<file path="config.mk">
export PLATFORM = sky130hd
export DESIGN_NAME = iir_decim_out
export DESIGN_NICKNAME = d
export VERILOG_FILES = /design/src/rtl/iir_decim_out.sv
export SDC_FILE = /design/constraint.sdc
export NUM_CORES = 1
export LEC_CHECK = 0
export BUFFER_PORTS_ARGS = -buffer_cell sky130_fd_sc_hd__buf_4
export CAP_MARGIN = 20
export CORE_ASPECT_RATIO = 0.5
export CORE_MARGIN = 2
export CORE_UTILIZATION = 40
export CTS_BUF_LIST = sky130_fd_sc_hd__clkbuf_8
export CTS_CLUSTER_SIZE = 14
export DETAILED_ROUTE_END_ITERATION = 6
export GPL_TIMING_DRIVEN = 0
export PLACE_DENSITY = 0.64
export SLEW_MARGIN = 30
export SYNTH_ARGS = -nofsm -noshare
export SYNTH_HDL_FRONTEND = slang
export SYNTH_SLANG_ARGS = --single-unit
</file>
<file path="constraint.sdc">
create_clock -name clk -period 4.7 [get_ports clk]
set_input_delay 0.235 -clock clk [delete_from_list [all_inputs] [get_ports clk]]
set_output_delay 0.235 -clock clk [all_outputs]
set_load 0.005 [all_outputs]
</file>
<file path="src/rtl/iir_decim_out.sv">
// Output stage after the IIR: keeps one sample in DECIM, shifts and saturates it to OUT_W,
// and buffers it in a first-word-fall-through FIFO for a valid/ready consumer.
module iir_decim_out #(
    parameter int WIDTH = 32,
    parameter int OUT_W = 16,
    parameter int SHIFT = 0,
    parameter int DECIM = 4,
    parameter int DEPTH = 8
) (
    input  logic                       clk,
    input  logic                       rst,
    input  logic [WIDTH-1:0]           din,
    input  logic                       din_valid,
    output logic [OUT_W-1:0]           m_data,
    output logic                       m_valid,
    input  logic                       m_ready,
    output logic [$clog2(DEPTH):0]     level,
    output logic                       overflow,
    output logic                       sat_seen,
    input  logic                       clr_flags
);
    localparam int AW = $clog2(DEPTH);
    localparam int LW = AW + 1;
    localparam int PW = (DECIM > 1) ? $clog2(DECIM) : 1;
    localparam logic [PW-1:0] PH_LAST = PW'(DECIM - 1);
    localparam logic [LW-1:0] LVL_FULL = LW'(DEPTH);
    localparam logic signed [WIDTH-1:0] MAX_V = {{(WIDTH-OUT_W+1){1'b0}}, {(OUT_W-1){1'b1}}};
    localparam logic signed [WIDTH-1:0] MIN_V = ~MAX_V;

    logic [PW-1:0]    phase_q, phase_d;
    logic [AW-1:0]    wr_ptr_q, wr_ptr_d, rd_ptr_q, rd_ptr_d;
    logic [LW-1:0]    level_q, level_d;
    logic             m_valid_q, m_valid_d;
    logic [OUT_W-1:0] m_data_q, m_data_d;
    logic             overflow_q, overflow_d;
    logic             sat_seen_q, sat_seen_d;
    logic [OUT_W-1:0] mem_q [DEPTH];

    logic signed [WIDTH-1:0] shifted;
    logic [OUT_W-1:0]        scaled;
    logic                    clamp, keep, full, pop, push, drop;

    always_comb begin
        shifted = $signed(din) >>> SHIFT;
        clamp   = 1'b0;
        scaled  = shifted[OUT_W-1:0];
        if (shifted > MAX_V) begin
            clamp  = 1'b1;
            scaled = MAX_V[OUT_W-1:0];
        end else if (shifted < MIN_V) begin
            clamp  = 1'b1;
            scaled = MIN_V[OUT_W-1:0];
        end
    end

    // m_valid_q mirrors level!=0, so a pop can never happen on an empty FIFO.
    always_comb begin
        keep = din_valid & (phase_q == '0);
        full = (level_q == LVL_FULL);
        pop  = m_valid_q & m_ready;
        push = keep & (~full | pop);
        drop = keep & full & ~pop;

        phase_d = phase_q;
        if (din_valid)
            phase_d = (phase_q == PH_LAST) ? '0 : phase_q + PW'(1);

        wr_ptr_d = push ? wr_ptr_q + AW'(1) : wr_ptr_q;
        rd_ptr_d = pop  ? rd_ptr_q + AW'(1) : rd_ptr_q;

        level_d = level_q;
        case ({push, pop})
            2'b10:   level_d = level_q + LW'(1);
            2'b01:   level_d = level_q - LW'(1);
            default: level_d = level_q;
        endcase

        m_valid_d = (level_d != '0);
        // Next head is the incoming sample when it lands exactly where the read pointer goes.
        if (level_d == '0)
            m_data_d = '0;
        else if (push && (wr_ptr_q == rd_ptr_d))
            m_data_d = scaled;
        else
            m_data_d = mem_q[rd_ptr_d];

        overflow_d = drop | (overflow_q & ~clr_flags);
        sat_seen_d = (keep & clamp) | (sat_seen_q & ~clr_flags);
    end

    always_ff @(posedge clk or posedge rst) begin
        if (rst) begin
            phase_q    <= '0;
            wr_ptr_q   <= '0;
            rd_ptr_q   <= '0;
            level_q    <= '0;
            m_valid_q  <= 1'b0;
            m_data_q   <= '0;
            overflow_q <= 1'b0;
            sat_seen_q <= 1'b0;
        end else begin
            phase_q    <= phase_d;
            wr_ptr_q   <= wr_ptr_d;
            rd_ptr_q   <= rd_ptr_d;
            level_q    <= level_d;
            m_valid_q  <= m_valid_d;
            m_data_q   <= m_data_d;
            overflow_q <= overflow_d;
            sat_seen_q <= sat_seen_d;
        end
    end

    always_ff @(posedge clk) begin
        if (push)
            mem_q[wr_ptr_q] <= scaled;
    end

    assign m_data   = m_data_q;
    assign m_valid  = m_valid_q;
    assign level    = level_q;
    assign overflow = overflow_q;
    assign sat_seen = sat_seen_q;
endmodule

</file>
After elaboration in Yosys (flattened, before gate mapping)
Memory sizes are Yosys's and may differ from the RTL's.
Cells that the tools add are included.
Operators by class
  add/subtract/negate cells: 5
  order comparisons: 2
  eq/ne operators: 5
  multiplexer cells: 11
  bitwise gates (word level): 14
  reductions and logical operators: 4
Operators by type and width (count)
  two-way mux 16 bit: 4
  greater-than comparator 32 x 16 -> 1 bit (second input constant): 1
  < comparator 32 x 16 -> 1 bit (second input constant): 1
  AND 1 bit: 8
  one-hot mux 4 bit (2 select lines): 1
  adder 3 x 1 -> 3 bit (second input constant): 2
  adder 4 x 1 -> 4 bit (second input constant): 1
  == test 2 bit (second input constant): 2
  == test 4 bit (second input constant): 1
  zero test 4 bit: 1
  two-way mux 1 bit: 4
  nonzero test 4 bit: 1
  subtractor 4 x 1 -> 4 bit (second input constant): 1
  == test 3 bit: 1
  two-way mux 3 bit: 1
  inverter 1 bit: 3
  bitwise OR 1 bit: 3
  adder 2 x 1 -> 2 bit (second input constant): 1
  == test 2 x 1 -> 1 bit (second input constant): 1
  zero test 2 bit: 1
  two-way mux 2 bit: 1
  logical AND 1 bit: 1
Storage, ports and cells
  register bits after elaboration: 31
  RAM bits: 128
  input bits: 37
  output and inout bits: 23
  word-level logic and storage cells: 50
  memories: 1
Memory list
  mem_q: words 8, width 16, rd ports 1, clocked after memory_dff 0, wr ports 1, line 37  | logic [OUT_W-1:0] mem_q [DEPTH];

Longest topological paths before layout
Gate-level depths: netlist of run 1.
  word-level depth: 8
  gate-level depth with buffers: 12
  gate-level depth less buffers: 11

Least setup slack after synthesis of run 1
No wires, ideal clock.
  kind: register to register
  from: reg m_valid_q, in the netlist m_valid
  to: mem mem_q[0][0] (enable)
  library setup time: 0.430 ns
  arrival: 2.969 ns
  data required time: 4.270 ns
  path slack: 1.300 ns
  stages on the path, launching flop included: 7
  path buffers: 3
  period minus slack after synthesis: 3.400 ns
  path through: dfrtp_1 > and2_1 > buf_6 > buf_2 > buf_1 > o21ai_1 > nor4_1
On the way
  word-level cells in the longest chain between the ends: 5
Ends and longest elaborated chain
  start, declared: line 33  | logic m_valid_q, m_valid_d;
  start signal, assigned: line 106  | m_valid_q <= m_valid_d;
  AND 1 bit: line 60  | pop = m_valid_q & m_ready;
  bitwise OR 1 bit: line 61  | push = keep & (~full | pop);
  AND 1 bit: line 61
  two-way mux 1 bit: line 114  | if (push)
  two-way mux 1 bit (implied by the code): line 115  | mem_q[wr_ptr_q] <= scaled;
  end, declared: line 37
No other way between the ends.

Worst setup path after layout of run 1
  from: reg m_valid_q, in the netlist m_valid
  to: mem mem_q[2][12] (enable)
Same word-level chain as after synthesis.

==> metrics.yaml, run 1 <==
run_status:
  status: "finished, final reports clean"
final_layout:
  antenna_cells: 0
  post-route-util: 0.487
  drive_above_1_share: 0.199
  area_delta_synth_final_pct: 18.4
  final_cells: 927
  fin_nets: 722
  fillers: 1536
grt:
  grt_max_degree: 32
  grt_first_pass_wirelength_um: 28500
  gr-total-overflow: 0
  grt_pass1_vias: 5087
  antenna_found_initial: 0
  grtUsageTotal: 0.196
sta:
  fin_crit_ns: 3.43
  setup_tns_ns: 0
  finalSetupViolations: 0
  skew_ns: 0.0111
  worst_pin_slew_ns: 0.816
  final_max_slew_viol_count: 0
  max_freq_mhz: 291
  hold_viol: 0
  relSlewSlack: 0.454
  grt_setup_unrepaired: "false"
  finalCritPeriodShare: 0.730
yosys:
  synthTopCellsByCount: "128 x edfxtp_1, 66 x nor2_1, 35 x nor3_1, 35 x o21ai_0, 32 x mux2i_1"
  ys_types: 50
  synthFlopType: "edfxtp_1"
  synth.top_cell.area_share: 0.533
  synth_async_sr_flop_share: 0.195
  ys_ff_latch: 159
  synth-edff-count: 128
  yosysMostFrequentCell: "edfxtp_1"
  syn_avg_cell_area_um2: 12.3
  syn_area_um2: 7210
  yosys.area.top_type: "edfxtp_1"
  syn_inst: 585
  ys_seq_area_frac: 0.640
  synth_area_leaders: "edfxtp_1 53%, dfrtp_1 11%, mux2i_1 4.4%, nor2_1 3.4%, nand2b_1 2.6%"
  yosys_warnings: 0
  syn_nets: 627
power:
  peakVddDrop_uv: 260
  internal-power_mw: 3.24
  sw_frac_of_total: 0.409
  p_comb_frac: 0.467
  total_power_mw: 5.49
  power_per_cell_area_nw_per_um2: 643
  switching_power_mw: 2.25
  p_leak_nw: 3.05
  p_seq_frac: 0.341
  pwr-share-clk: 0.192
die:
  initial_utilization: 0.412
  die_w_um: 194
  core_area_um2: 17500
  die_height_um: 99.0
  num_io_pins: 60
  dieArea_um2: 19200
  row_count: 34
worst_setup_path:
  max_stage_delay_ns: 0.62
  crit_required_ns: 4.86
  crit_chain: "and2_1 > buf_6 > buf_2 > buf_1 > o21ai_1 > nor3_2 > buf_6 > buf_4"
  startpoint: "m_valid"
  startpoint_type: "register"
  cp.depth: 8
  critical_path.endpoint: "mem_q[2][12]"
  r2r_slack_ns: 1.27
  endpoint_kind: "register"
  cpMostUsedCell: "buf_6"
  worstReg2RegStart: "m_valid"
  crit_arrival_ns: 3.60
  crit_type: "register to register"
  cp_slowest_cell: "nor3_2"
  ff2ff_path_depth: 8
  r2r_end: "mem_q[2][12]"
  cp_top_family: "buffers and inverters"
  path_buf_inv: 5
  cp_max_fo: 10
placement:
  dp_hpwl_um: 12800
  io_buffer_count: 59
  routabilityCongestion: 0.806
  dp_cells: 892
clocking:
  clkTransAtPathRegs_ns: 0.09
  clock_latency_ns: 0.45
  cts_resized: 0
  numCtsBuffers: 17
  cts.sinks: 159
  post_cts_buffers: 0
  cts_tree: "yes"
  cts_max_level: 4
  clock-root-buffer: "clkbuf_8"
  clock_path_buffers: 2
drt:
  drt_wl_total_um: 18400
  detail_route.first_pass.iterations: 5
  drtIter0Drc: 553
  num_vias: 5213
  wire_per_inst_um: 19.8
  ant_nets: 0
  drc_errors: 0
  viasPerCell: 5.62
hold_path:
  hp-class: "input pin to register"
job:
  drv_cap: 0
## timing repair
action / in CTS / in global routing
hold buffers: 3 / 0
endpoints found under the setup margin: 0 / 0
hold endpoints to repair: 34 / 0
## registers in the layout, summed over array words and instances, names as in the netlist, 2 cells and up
signal	cells
mem_q	128
level	4
rd_ptr_q	3
wr_ptr_q	3
phase_q	2
m_data	16
## worst min path at each step
stage,from,end,slack (ns),cells past startpoint
2_1_floorplan,din_valid,phase_q[0],0.33,1
3_3_place_gp,clr_flags,overflow,0.44,2
3_5_place_dp,rst,sat_seen,0.42,2
4_1_cts,din[31],m_data[15],0.10,3
5_1_grt,din[31],m_data[15],0.12,3
6_report,din[31],m_data[15],0.11,3
## power by group through the flow
stage | sequential [mW] | combinational, mW | clock, mW
2_1_floorplan | 1.88 | 1.69 | 0
3_3_place_gp | 1.90 | 2.43 | 0
3_5_place_dp | 1.90 | 2.53 | 0
4_1_cts | 1.87 | 2.54 | 1.07
5_1_grt | 1.90 | 2.78 | 1.12
6_report | 1.87 | 2.56 | 1.06
## routing by layer
layer / GRT usage / wire [µm] / vias to the layer above / share of wire
met5: 0 / 0 / - / 0
met4: 0.0699 / 365 / 0 / 0.020
met3: 0.0305 / 1130 / 34 / 0.061
met2: 0.315 / 8530 / 199 / 0.46
met1: 0.274 / 8360 / 2585 / 0.45
li1: - / - / 2395 / -
## tightest hold or removal path: stages
cell and delay [ns]:
buf_4 0.12, nor2_1 0.11, nor3_1 0.06
## layout by cell type, fill, tap and decap left out, types with 4 or more instances in the layout
| master | netlist | routed |
|---|---|---|
| nor3_2 | 0 | 4 |
| buf_6 | 2 | 5 |
| o22ai_1 | 30 | 30 |
| mux2_2 | 4 | 4 |
| a31oi_1 | 16 | 16 |
| o41ai_1 | 15 | 15 |
| nor2_1 | 66 | 63 |
| nor3_1 | 35 | 31 |
| clkbuf_1 | 26 | 26 |
| nand4_1 | 5 | 5 |
| ha_1 | 5 | 5 |
| a21oi_1 | 28 | 28 |
| o21ai_0 | 35 | 35 |
| nand2_1 | 13 | 13 |
| nor2b_1 | 14 | 14 |
| nand2b_1 | 30 | 30 |
| edfxtp_1 | 128 | 128 |
| clkbuf_8 | 0 | 17 |
| mux2i_1 | 32 | 32 |
| buf_2 | 6 | 9 |
| nor4_1 | 6 | 5 |
| inv_6 | 0 | 4 |
| inv_1 | 11 | 11 |
| xnor2_1 | 9 | 9 |
| dfrtp_1 | 31 | 31 |
| buf_4 | 3 | 70 |
## kinds of logic after synthesis
kind of cell | count (synthesis) | synth area share
compound gates | 139 | 0.123
buf+inv | 51 | 0.0312
simple gates | 182 | 0.126
fa+ha+maj | 5 | 0.00867
flops | 159 | 0.640
mux | 37 | 0.0538
xor+xnor | 12 | 0.0172
## through the flow
| step | hold WS [ns] | instance area, µm² | worst slack [ns] |
|---|---|---|---|
| final | 0.115 | 8540 | 1.27 |
| after global routing | 0.116 | 8540 | 1.11 |
| after CTS | 0.102 | 8540 | 1.27 |
| after detailed placement | 0.420 | 8100 | 1.30 |
| after global placement | 0.435 | 7950 | -0.854 |
| after floorplan | 0.331 | 7210 | 1.30 |
## layout make-up
cell class	instances	area (µm²)	share of cell area
sequential	159	4620	0.541
timing repair buffer	76	582	0.0681
clock inverter	15	178	0.0208
inverter	12	45.0	0.00527
multi-input combinational	375	2410	0.282
buffer	39	180	0.0211
tap	234	293	0.0343
clock buffer	17	234	0.0274
(Power assumes the default switching activity.)
==> run 2, diff against run 1 <==
==> constraint.sdc (replaced) <==
create_clock -name clk -period 3.2 [get_ports clk]
set_input_delay 0.16 -clock clk [delete_from_list [all_inputs] [get_ports clk]]
set_output_delay 0.16 -clock clk [all_outputs]
set_load 0.005 [all_outputs]
==> run 2 against run 1 <==
Against the previous run:
- die area did not move
- via count fell by 1.1%
- clock-buffer cell count is the same
- sequential share of layout area shrank 0.19 points
- largest power group unchanged
==> metrics.yaml, run 2 (synthesis results as in run 1) <==
run_status:
  status: "finished, final reports clean"
power:
  internal-power_mw: 4.65
  total_power_mw: 8.02
  p_leak_nw: 3.06
  power_per_cell_area_nw_per_um2: 935
  pwr-share-clk: 0.187
  p_comb_frac: 0.470
  switching_power_mw: 3.37
  peakVddDrop_uv: 492
  sw_frac_of_total: 0.420
  p_seq_frac: 0.343
job:
  drv_cap: 0
final_layout:
  final_cells: 927
  fin_nets: 722
  antenna_cells: 0
  post-route-util: 0.489
  final_common_cell: "edfxtp_1"
  area_delta_synth_final_pct: 18.8
  drive_above_1_share: 0.203
  largest_reg_flops: 128
  final_cell_mix: "128 x edfxtp_1, 71 x buf_4, 63 x nor2_1"
  regMostFlops: "mem_q"
placement:
  post-place-ws_ns: -0.136
  io_buffer_count: 59
  dp_hpwl_um: 12800
  dp_cells: 891
  routabilityCongestion: 0.805
die:
  dieArea_um2: 19200
  die_height_um: 99.0
  row_count: 34
  num_io_pins: 60
  core_area_um2: 17500
  die_w_um: 194
  initial_utilization: 0.412
clocking:
  clkTransAtPathRegs_ns: 0.11
  clock_path_buffers: 2
  clock-root-buffer: "clkbuf_8"
  cts_tree: "yes"
  numCtsBuffers: 17
  post_cts_buffers: 0
  clock_latency_ns: 0.46
  cts.sinks: 159
  cts_max_level: 4
sta:
  hold_viol: 0
  fin_ws_ns: 0.242
  finalCritPeriodShare: 0.924
  skew_ns: 0.0151
  grt_setup_unrepaired: "false"
  final_max_slew_viol_count: 0
  max_freq_mhz: 338
  relSlewSlack: 0.483
  worst_pin_slew_ns: 0.771
  finalSetupViolations: 0
  fin_crit_ns: 2.96
  setup_tns_ns: 0
worst_setup_path:
  path_buf_inv: 2
  cp_top_family: "simple AND/OR/NAND/NOR gates"
  startpoint_type: "register"
  crit_chain: "inv_1 > ha_1 > nand2_1 > nand2_2 > xnor2_1 > ha_1 > nor4_1 > a31oi_4 > xnor2_1 > a211oi_4 > buf_6 > a21oi_1"
  max_stage_delay_ns: 0.52
  crit_type: "register to register"
  cp_slowest_cell: "a211oi_4"
  crit_required_ns: 3.54
  endpoint_kind: "register"
  cp_max_fo: 10
  crit_arrival_ns: 3.29
hold_path:
  hp-class: "input pin to register"
grt:
  antenna_found_initial: 0
  grt_first_pass_wirelength_um: 28500
  grt_pass1_vias: 5049
  grtUsageTotal: 0.195
  grt_max_degree: 32
  gr-total-overflow: 0
drt:
  ant_nets: 0
  wire_per_inst_um: 19.7
  drc_errors: 0
  viasPerCell: 5.56
  detail_route.first_pass.iterations: 5
  num_vias: 5154
  drt_wl_total_um: 18300
  drtIter0Drc: 582
==> run 2: changes by cell type in the layout (fill, tap and decap cells not counted), sizes merged <==
cell and change:
bufinv -2, clkinv +2, buf -1, clkinvlp -1, dlygate4sd3 +1, inv +1
==> run 2: path summary, 6_finish.rpt <==
check	start	to	slack, ns	cells after the start
max	phase_q[0]	m_data[9]	0.24	12
min	din[6]	mem_q[3][6]	0.21	3
max reg2reg	phase_q[0]	m_data[9]	0.24	12
min reg2reg	overflow	overflow	0.53	2
max in group asynchronous	rst	m_data[9]	2.35	3
min in group asynchronous	rst	m_data[14]	0.37	3
==> run 2: per-stage QoR <==
step / hold WS (ns) / area (µm²)
3_3_place_gp: 0.369 / 7960
4_1_cts: 0.188 / 8550
6_report: 0.211 / 8570
3_5_place_dp: 0.340 / 8110
2_1_floorplan: 0.256 / 7220
5_1_grt: 0.219 / 8570
==> run 2: worst min-delay path, delay by kind of cell <==
family,cells,cell delay (ns)
simple gates,2,0.22
buf+inv,1,0.11
==> run 2: metal layers <==
layer / vias up / GRT usage / share of wire / routed length [µm]
met2: 215 / 0.309 / 0.46 / 8460
met3: 23 / 0.0503 / 0.068 / 1250
met4: 0 / 0.0443 / 0.013 / 246
met1: 2529 / 0.272 / 0.46 / 8330
li1: 2387 / - / - / -
met5: - / 0 / 0 / 0
==> run 2: power groups by stage <==
stage	clock [mW]	combinational, mW	sequential (mW)
global placement	0	3.57	2.78
CTS	1.52	3.73	2.75
detailed placement	0	3.71	2.79
global route	1.60	4.13	2.78
finish	1.50	3.77	2.75
floorplan	0	2.49	2.77
==> run 2: timing repair <==
action / CTS / global route
setup endpoints to repair: 20 / 18
gates resized for setup: 1 / 3
endpoints found under the hold margin: 36 / 0
hold buffers: 4 / 0
==> run 2: final cells by class <==
class                      instances  area [µm²]
inverter                          12        45.0
buffer                            39         181
timing repair buffer              76         596
fill                            1529        8960
multi-input combinational        375        2440
tap                              234         293
clock buffer                      17         234
sequential                       159        4620
clock inverter                    15         164
